===== src/rtl/fetch_stage.sv =====
// Instruction fetch stage: keeps at most one bus request in flight, holds the
// fetched word in a one-entry output buffer backed by a one-entry skid slot.
module fetch_stage #(
   parameter logic [63:0] PC_RESET = 64'h0000_0000_8000_0000
) (
   input  logic        clk,
   input  logic        reset,
   output logic        ireq_valid,
   output logic [63:0] ireq_addr,
   input  logic        iresp_addr_ok,
   input  logic        iresp_data_ok,
   input  logic [31:0] iresp_data,
   input  logic        stall,
   input  logic        redirect_valid,
   input  logic [63:0] redirect_pc,
   output logic        out_valid,
   output logic [63:0] out_pc,
   output logic [31:0] out_raw_instr
);

   typedef enum logic [1:0] {S_REQ, S_WAIT, S_HOLD} state_t;

   state_t      state_reg, state_next;
   logic [63:0] pc_reg, pc_next;
   logic [63:0] inflight_pc_reg, inflight_pc_next;
   logic [63:0] skid_pc_reg, skid_pc_next;
   logic [31:0] skid_instr_reg, skid_instr_next;
   logic        discard_reg, discard_next;
   logic        out_valid_reg, out_valid_next;
   logic [63:0] out_pc_reg, out_pc_next;
   logic [31:0] out_instr_reg, out_instr_next;
   logic        consume;

   assign ireq_valid    = reset && (state_reg == S_REQ);
   assign ireq_addr     = pc_reg;
   assign out_valid     = out_valid_reg;
   assign out_pc        = out_pc_reg;
   assign out_raw_instr = out_instr_reg;

   always_comb begin
      consume          = out_valid_reg && !stall;
      state_next       = state_reg;
      pc_next          = pc_reg;
      inflight_pc_next = inflight_pc_reg;
      skid_pc_next     = skid_pc_reg;
      skid_instr_next  = skid_instr_reg;
      discard_next     = discard_reg;
      out_valid_next   = out_valid_reg;
      out_pc_next      = out_pc_reg;
      out_instr_next   = out_instr_reg;

      if (consume)
         out_valid_next = 1'b0;

      if (redirect_valid) begin
         // Any request still outstanding after this edge must have its data thrown away.
         out_valid_next = 1'b0;
         pc_next        = {redirect_pc[63:2], 2'b00};
         state_next     = S_REQ;
         if (((state_reg == S_WAIT) && !iresp_data_ok) || ((state_reg == S_REQ) && iresp_addr_ok))
            discard_next = 1'b1;
         else if ((state_reg == S_WAIT) && iresp_data_ok)
            discard_next = 1'b0;
      end else begin
         unique case (state_reg)
            S_REQ: begin
               if (iresp_addr_ok) begin
                  inflight_pc_next = pc_reg;
                  pc_next          = pc_reg + 64'd4;
                  state_next       = S_WAIT;
               end
            end
            S_WAIT: begin
               if (iresp_data_ok) begin
                  if (discard_reg) begin
                     discard_next = 1'b0;
                     state_next   = S_REQ;
                  end else if (!out_valid_reg || consume) begin
                     out_valid_next = 1'b1;
                     out_pc_next    = inflight_pc_reg;
                     out_instr_next = iresp_data;
                     state_next     = S_REQ;
                  end else begin
                     skid_pc_next    = inflight_pc_reg;
                     skid_instr_next = iresp_data;
                     state_next      = S_HOLD;
                  end
               end
            end
            S_HOLD: begin
               if (consume) begin
                  out_valid_next = 1'b1;
                  out_pc_next    = skid_pc_reg;
                  out_instr_next = skid_instr_reg;
                  state_next     = S_REQ;
               end
            end
            default: state_next = S_REQ;
         endcase
      end
   end

   always_ff @(posedge clk) begin
      if (!reset) begin
         state_reg       <= S_REQ;
         pc_reg          <= PC_RESET;
         inflight_pc_reg <= 64'd0;
         skid_pc_reg     <= 64'd0;
         skid_instr_reg  <= 32'd0;
         discard_reg     <= 1'b0;
         out_valid_reg   <= 1'b0;
         out_pc_reg      <= 64'd0;
         out_instr_reg   <= 32'd0;
      end else begin
         state_reg       <= state_next;
         pc_reg          <= pc_next;
         inflight_pc_reg <= inflight_pc_next;
         skid_pc_reg     <= skid_pc_next;
         skid_instr_reg  <= skid_instr_next;
         discard_reg     <= discard_next;
         out_valid_reg   <= out_valid_next;
         out_pc_reg      <= out_pc_next;
         out_instr_reg   <= out_instr_next;
      end
   end

endmodule


===== config.mk =====
export PLATFORM = sky130hd
export DESIGN_NAME = fetch_stage
export DESIGN_NICKNAME = d
export VERILOG_FILES = /design/src/rtl/fetch_stage.sv
export SDC_FILE = /design/constraint.sdc
export NUM_CORES = 1
export LEC_CHECK = 0
export ABC_AREA = 1
export CAP_MARGIN = 10
export CELL_PAD_IN_SITES_DETAIL_PLACEMENT = 2
export CELL_PAD_IN_SITES_GLOBAL_PLACEMENT = 2
export CORE_UTILIZATION = 29
export DETAILED_ROUTE_END_ITERATION = 16
export PLACE_DENSITY_LB_ADDON = 0.1
export SLEW_MARGIN = 20
export SYNTH_ARGS = -nofsm -noshare
export SYNTH_HDL_FRONTEND = slang
export SYNTH_SLANG_ARGS = --single-unit

===== constraint.sdc =====
create_clock -name clk -period 2.05 [get_ports clk]
set_clock_uncertainty 0.1 [all_clocks]
set_input_delay 0.41 -clock clk [delete_from_list [all_inputs] [get_ports clk]]
set_output_delay 0.41 -clock clk [all_outputs]
set_load 0.05 [all_outputs]

# Word level (Yosys, flattened, before mapping)
# Index checks and enable logic that the tools add are counted.
[totals]
ramBits = 0
word_cells = 77
latchBits = 0
out_inout_bits = 162
romBits = 0
register_bits = 324
mem_count = 0
[classes]
n_lt_le_gt_ge = 0
n_eq_ne = 8
mul = 0
n_mux = 30
n_bitwise = 4
addsub = 1
shifts = 0
div = 0
n_reduce_logical = 24
[op_table]
columns = ["op", "n"]
rows = [
  ["2-to-1 mux 64 bit", 7],
  ["2-to-1 mux 32 bit", 4],
  ["one-hot mux 64 bit (2 select lines)", 1],
  ["adder 64 x 3 -> 64 bit, second input constant", 1],
  ["one-hot mux 32 bit (2 select lines)", 1],
  ["2-to-1 mux 1 bit", 10],
  ["2-to-1 mux 2 bit", 5],
  ["nonzero test 2 bit", 5],
  ["AND reduction 3 bit", 3],
  ["inequality test 2 bit, second input constant", 4],
  ["one-hot mux 2 bit (3 select lines)", 1],
  ["AND reduction 6 bit", 1],
  ["logical AND 1 bit", 5],
  ["AND reduction 5 bit", 1],
  ["inverter 1 bit", 4],
  ["AND reduction 2 bit", 2],
  ["zero test 1 bit", 3],
  ["inequality test 3 x 1 -> 1 bit, second input constant", 1],
  ["equality test 2 x 1 -> 1 bit, second input constant", 1],
  ["equality test 2 bit, second input constant", 1],
  ["zero test 2 bit", 1],
  ["logical OR 1 bit", 2],
  ["inequality test 2 x 1 -> 1 bit, second input constant", 1],
  ["one-hot mux 1 bit (2 select lines)", 1],
  ["OR reduction 2 bit", 1],
]

# Logic depth before layout (Yosys ltp)
[logic_depth]
word_depth = 7
depth_mapped = 12
depth_no_buf = 12

# Worst setup path before layout
# OpenSTA, ideal clock, no wires.
[synth_timing]
path_kind = "register -> register"
startpoint = "register pc_reg[2] (netlist: ireq_addr[2])"
endpoint = "register pc_reg[60] (netlist: ireq_addr[60])"
setup_ns = 0.110
path_slack_ns = -0.106
arrival_ns = 1.946
stages_incl_launch_ff = 13
period_less_slack_ns = 2.156
path_cell_list = "dfxtp_1 -> ha_1 -> nand2_1 -> nor2_1 -> nand2_1 -> nor2_1 -> nand2_1 -> nor2_1 -> nand3_1 -> nand2_1 -> nand3b_1 -> nand2_1 -> inv_1"
[synth_via]
elab_chain_len = 4
[synth_lines]
columns = ["item", "line", "source"]
rows = [
  ["start, declared", "24", "logic [63:0] pc_reg, pc_next;"],
  ["start signal, assigned", "116", "pc_reg <= pc_next;"],
  ["adder 64 x 3 -> 64 bit", "69", "pc_next = pc_reg + 64'd4;"],
  ["2-to-1 mux 64 bit", "67", "if (iresp_addr_ok) begin"],
  ["2-to-1 mux 64 bit", "65", "unique case (state_reg)"],
  ["2-to-1 mux 64 bit", "55", "if (redirect_valid) begin"],
]
# Every way passes these cells. The select of a mux whose other input is x is not followed.
# A chain may end at the register's enable or synchronous reset.

# Worst setup path in the final report
[layout_timing]
startpoint = "register state_reg[0]"
endpoint = "output ireq_valid"
[layout_via]
elab_chain_len = 2
[layout_lines]
columns = ["item", "line", "source"]
rows = [
  ["start, declared", "23", "state_t state_reg, state_next;"],
  ["start signal, assigned", "115", "state_reg <= state_next;"],
  ["zero test 2 bit", "34", "assign ireq_valid = reset && (state_reg == S_REQ);"],
  ["logical AND 1 bit", "34", ""],
  ["end, declared", "8", "output logic ireq_valid,"],
]
# Every way passes these cells.

==> results.toml <==
[synth]
synth-seq-cells = 316
synth_area_leader_cell = "sky130_fd_sc_hd__dfxtp_1"
top_flip_flop_cell_by_instance_count_after_synthesis = "sky130_fd_sc_hd__dfxtp_1"
synth_cell_type_count = 41
largest_family_of_logic_cells_by_synthesized_area = "compound AO/OA/AOI/OAI gates"
mappedNetlistArea_um2 = 14250
post_synth_mux_area_share_pct = 0
synth-seq-area-share_pct = 44.41
post_synth_inst_count = 2057
fraction_of_registers_with_async_set_or_reset_after_synthesis_pct = 0
post-synth-top-area-fraction_pct = 44.41
yosysWarnings = 0
synth-simple-area-share_pct = 22.44
synth-edff-count = 0
synth_top_cells_by_area = "sky130_fd_sc_hd__dfxtp_1, sky130_fd_sc_hd__o21ai_0, sky130_fd_sc_hd__nand2_1, sky130_fd_sc_hd__nor2_1, sky130_fd_sc_hd__a21oi_1"
synth_area_per_cell_um2 = 6.926
synth_fa_ha_area_share_pct = 0.4391
synth-xor-area-share_pct = 0.2459
compound_cell_area_share_of_the_yosys_netlist_pct = 23.16

[final_layout]
finalNonFillerCells = 3145
finalCoreUtilization_pct = 43.27
antennaDiodeCount = 0
num-fill-cells = 5565
drive_gt1_share_pct = 21.78
multiInputGateArea_um2 = 6800
area.growth.synth_to_final_pct = 46.25
finalInstanceArea_um2 = 20840
fin_nets = 2566
ff_latch_area_um2 = 6355

[routing]
route.detailed.drc = 0
first_pass_iters = 4
drtIter0Drc = 761
post_drt_wl_per_cell_um = 20.53
finalWirelength_um = 64570
via_count = 15720
route.detailed.vias_per_inst = 4.997
wl_met2_um = 31480
detailroute.wirelength.met3_um = 2278
ant_nets = 0
met1_length_um = 29630
route.top_layer_used = "met5"

[sta]
finalHoldWorstSlack_ns = 0.1366
timing_worst_slew_pin_value_ns = 0.4878
max_clock_freq_mhz = 502.9
rsz0062_at_grt = "true"
finalSetupViolCount = 0
setup_ws_ns = 0.06169
finalHoldViolCount = 0
slew_viol_final = 0
period_minus_slack_ns = 1.988
max-slew-margin-rel_pct = 67.14
min_period_over_period_pct = 96.99

[worst_setup_path]
worst-r2r-setup-slack_ns = 0.06
setup.worst_path.end_class = "output pin"
setup.worst_path.start_class = "flop"
worst_ep_arrival_time_ns = 1.48
worst_r2r_endpoint = "skid_pc_reg[49]"
timing.setup.critical_path_class = "reg2out"
number_of_cells_on_the_worst_reg_to_reg_path = 9
timing.critical_path.fanout_max = 3
crit_required_ns = 1.54
crit-reg2reg-launch = "state_reg[1]"
crit_path_start = "state_reg[0]"

[floorplanning]
die_height_um = 223.6
io_pins = 264
die-area_um2 = 50010
std_cell_rows = 80
die_x_um = 223.6
core_area_um2 = 48150
floorplan.initialDensity_pct = 29.59

[clock_tree]
cts.path.max_buffers = 3
clock_insertion_delay_worst_skew_ns = 0.56
clk_pin_slew_ns = 0.06
cts_inserted_buffers = 40
clockRootBuffer = "sky130_fd_sc_hd__clkbuf_16"
cts_tree = "done"
numClockSinks = 316
clock_tree.htree_level_count = 2

[min_path]
min_delay_path_depth = 3
holdCritStartpoint = "reset"
worst_hold_path.endpoint = "skid_pc_reg[13]"
hold_path.class = "in2reg"

[place]
post-place-ws_ns = -0.4077
dp_hpwl_um = 45360
placed_cell_area_um2 = 18660
placement.io_buffers = 257
place_inst = 3050
gpl.final_weighted_congestion = 0.8600

[pwr]
ir_drop_mv = 0.4722
power_leakage_nw = 8.476
pwr_density_cell_nw_per_um2 = 836.2

[run]
cap_violations = 0

[grt]
antenna_found_initial = 1
number_of_global_route_vias_before_repair = 16740
grtUsageTotal_pct = 24.48
grt_start_max_net_pins = 83
first_pass_grt_wire_length_um = 95390
grt_total_ovfl = 0

[run_status]
outcome = "complete, no violations"
-- synth_stat cells (2+ instances only) --
cell type / n
sky130_fd_sc_hd__buf_2: 24
sky130_fd_sc_hd__o31ai_1: 2
sky130_fd_sc_hd__nand3_1: 63
sky130_fd_sc_hd__nand4_1: 17
sky130_fd_sc_hd__nor3_1: 11
sky130_fd_sc_hd__buf_4: 15
sky130_fd_sc_hd__nand3b_1: 5
sky130_fd_sc_hd__buf_6: 4
sky130_fd_sc_hd__a221oi_1: 2
sky130_fd_sc_hd__inv_1: 182
sky130_fd_sc_hd__xor2_1: 3
sky130_fd_sc_hd__o21ai_0: 346
sky130_fd_sc_hd__a211oi_1: 24
sky130_fd_sc_hd__dfxtp_1: 316
sky130_fd_sc_hd__a21oi_1: 149
sky130_fd_sc_hd__nor2_2: 8
sky130_fd_sc_hd__a31oi_1: 16
sky130_fd_sc_hd__o21bai_1: 2
sky130_fd_sc_hd__a22oi_1: 2
sky130_fd_sc_hd__o21ai_1: 27
sky130_fd_sc_hd__clkbuf_1: 79
sky130_fd_sc_hd__buf_1: 11
sky130_fd_sc_hd__a21oi_2: 26
sky130_fd_sc_hd__o211ai_1: 11
sky130_fd_sc_hd__ha_1: 5
sky130_fd_sc_hd__inv_2: 4
sky130_fd_sc_hd__nand2_1: 364
sky130_fd_sc_hd__nor2_1: 326
-- cell families after synthesis --
group	after synthesis
buffers and inverters	321
other	1
DFF	316
AOI/OAI and AO/OA	611
xor gates and xnor gates	4
adders and majority gates	5
and+or+nand+nor	799
-- placed cells by master, fill, tap and decap left out, types with 5 or more instances in the layout --
cell                              netlist  routed
sky130_fd_sc_hd__inv_1                182     178
sky130_fd_sc_hd__clkbuf_16              0      52
sky130_fd_sc_hd__dfxtp_2                0      20
sky130_fd_sc_hd__clkdlybuf4s50_1        0      97
sky130_fd_sc_hd__nand2_2                0       8
sky130_fd_sc_hd__o211ai_1              11      11
sky130_fd_sc_hd__nor2_2                 8      29
sky130_fd_sc_hd__buf_16                 0       6
sky130_fd_sc_hd__bufinv_16              0       5
sky130_fd_sc_hd__nand4_1               17      17
sky130_fd_sc_hd__nor2_1               326     300
sky130_fd_sc_hd__nand3b_1               5       5
sky130_fd_sc_hd__dlygate4sd2_1          0      32
sky130_fd_sc_hd__clkbuf_1              79       6
sky130_fd_sc_hd__a21oi_1              149     146
sky130_fd_sc_hd__a31oi_1               16      16
sky130_fd_sc_hd__clkinv_2               1       7
sky130_fd_sc_hd__nor2_4                 1       6
sky130_fd_sc_hd__buf_4                 15     303
sky130_fd_sc_hd__o21ai_2                0       5
sky130_fd_sc_hd__buf_6                  4       5
sky130_fd_sc_hd__a21oi_2               26      29
sky130_fd_sc_hd__clkbuf_8               0      11
sky130_fd_sc_hd__nand3_1               63      62
sky130_fd_sc_hd__o21ai_0              346     308
sky130_fd_sc_hd__buf_12                 0      28
sky130_fd_sc_hd__nor3_1                11      11
sky130_fd_sc_hd__o21ai_1               27      60
sky130_fd_sc_hd__nand2_1              364     356
sky130_fd_sc_hd__a211oi_1              24      24
sky130_fd_sc_hd__dfxtp_1              316     295
-- layout make-up --
cell class                 instances  area share (%)
multi-input combinational       1423           32.64
sequential                       316           30.50
timing repair buffer             487           22.31
clock buffer                      58           5.759
tap                              656           3.939
inverter                         188           3.669
clock inverter                    14          0.9849
timing repair inverter             3          0.1982
-- per-stage QoR --
step	total power, W	TNS, ns
2_1_floorplan	0.008420	0
3_3_place_gp	0.009752	-56.54
3_5_place_dp	0.009848	-72.64
4_1_cts	0.01750	-0.5588
5_1_grt	0.01807	-0.4563
6_report	0.01742	0
-- worst max-delay path by stage --
stage                                    to  cells past startpoint
after floorplan                  ireq_valid                      5
after global placement           out_pc[11]                      9
after detailed placement   out_raw_instr[1]                     10
after CTS                 skid_instr_reg[8]                      7
after global routing          ireq_addr[59]                      9
final                            ireq_valid                      6
-- routing by layer --
layer  vias to the layer above  track usage [%]
li1                       7538                -
met1                      7797            32.48
met4                         2            5.988
met5                         -                0
met3                        77            3.200
met2                       301            41.87
-- where the power goes --
part | internal [W] | leakage (nW) | total, W | switching (W)
clock network | 0.00469 | 0.695 | 0.00759 | 0.00291
registers | 0.00646 | 2.58 | 0.00669 | 0.000237
logic | 0.00110 | 5.20 | 0.00314 | 0.00204
-- timing repair --
action | CTS | global route
setup endpoints to repair | 243 | 208
buffers inserted | 0 | 7
resized for setup | 67 | 124
gates cloned | 2 | 14
pin swaps | 2 | 8
hold buffers | 0 | 0
-- worst max-delay path: stages, from the launching register on --
cell and delay, ns:
sky130_fd_sc_hd__dfxtp_4 0.37, sky130_fd_sc_hd__inv_4 0.05, sky130_fd_sc_hd__ha_4 0.16, sky130_fd_sc_hd__buf_6 0.11, sky130_fd_sc_hd__nand2_2 0.05, sky130_fd_sc_hd__inv_2 0.05, sky130_fd_sc_hd__buf_12 0.14
No activity file was read; power rests on OpenSTA's default activity.
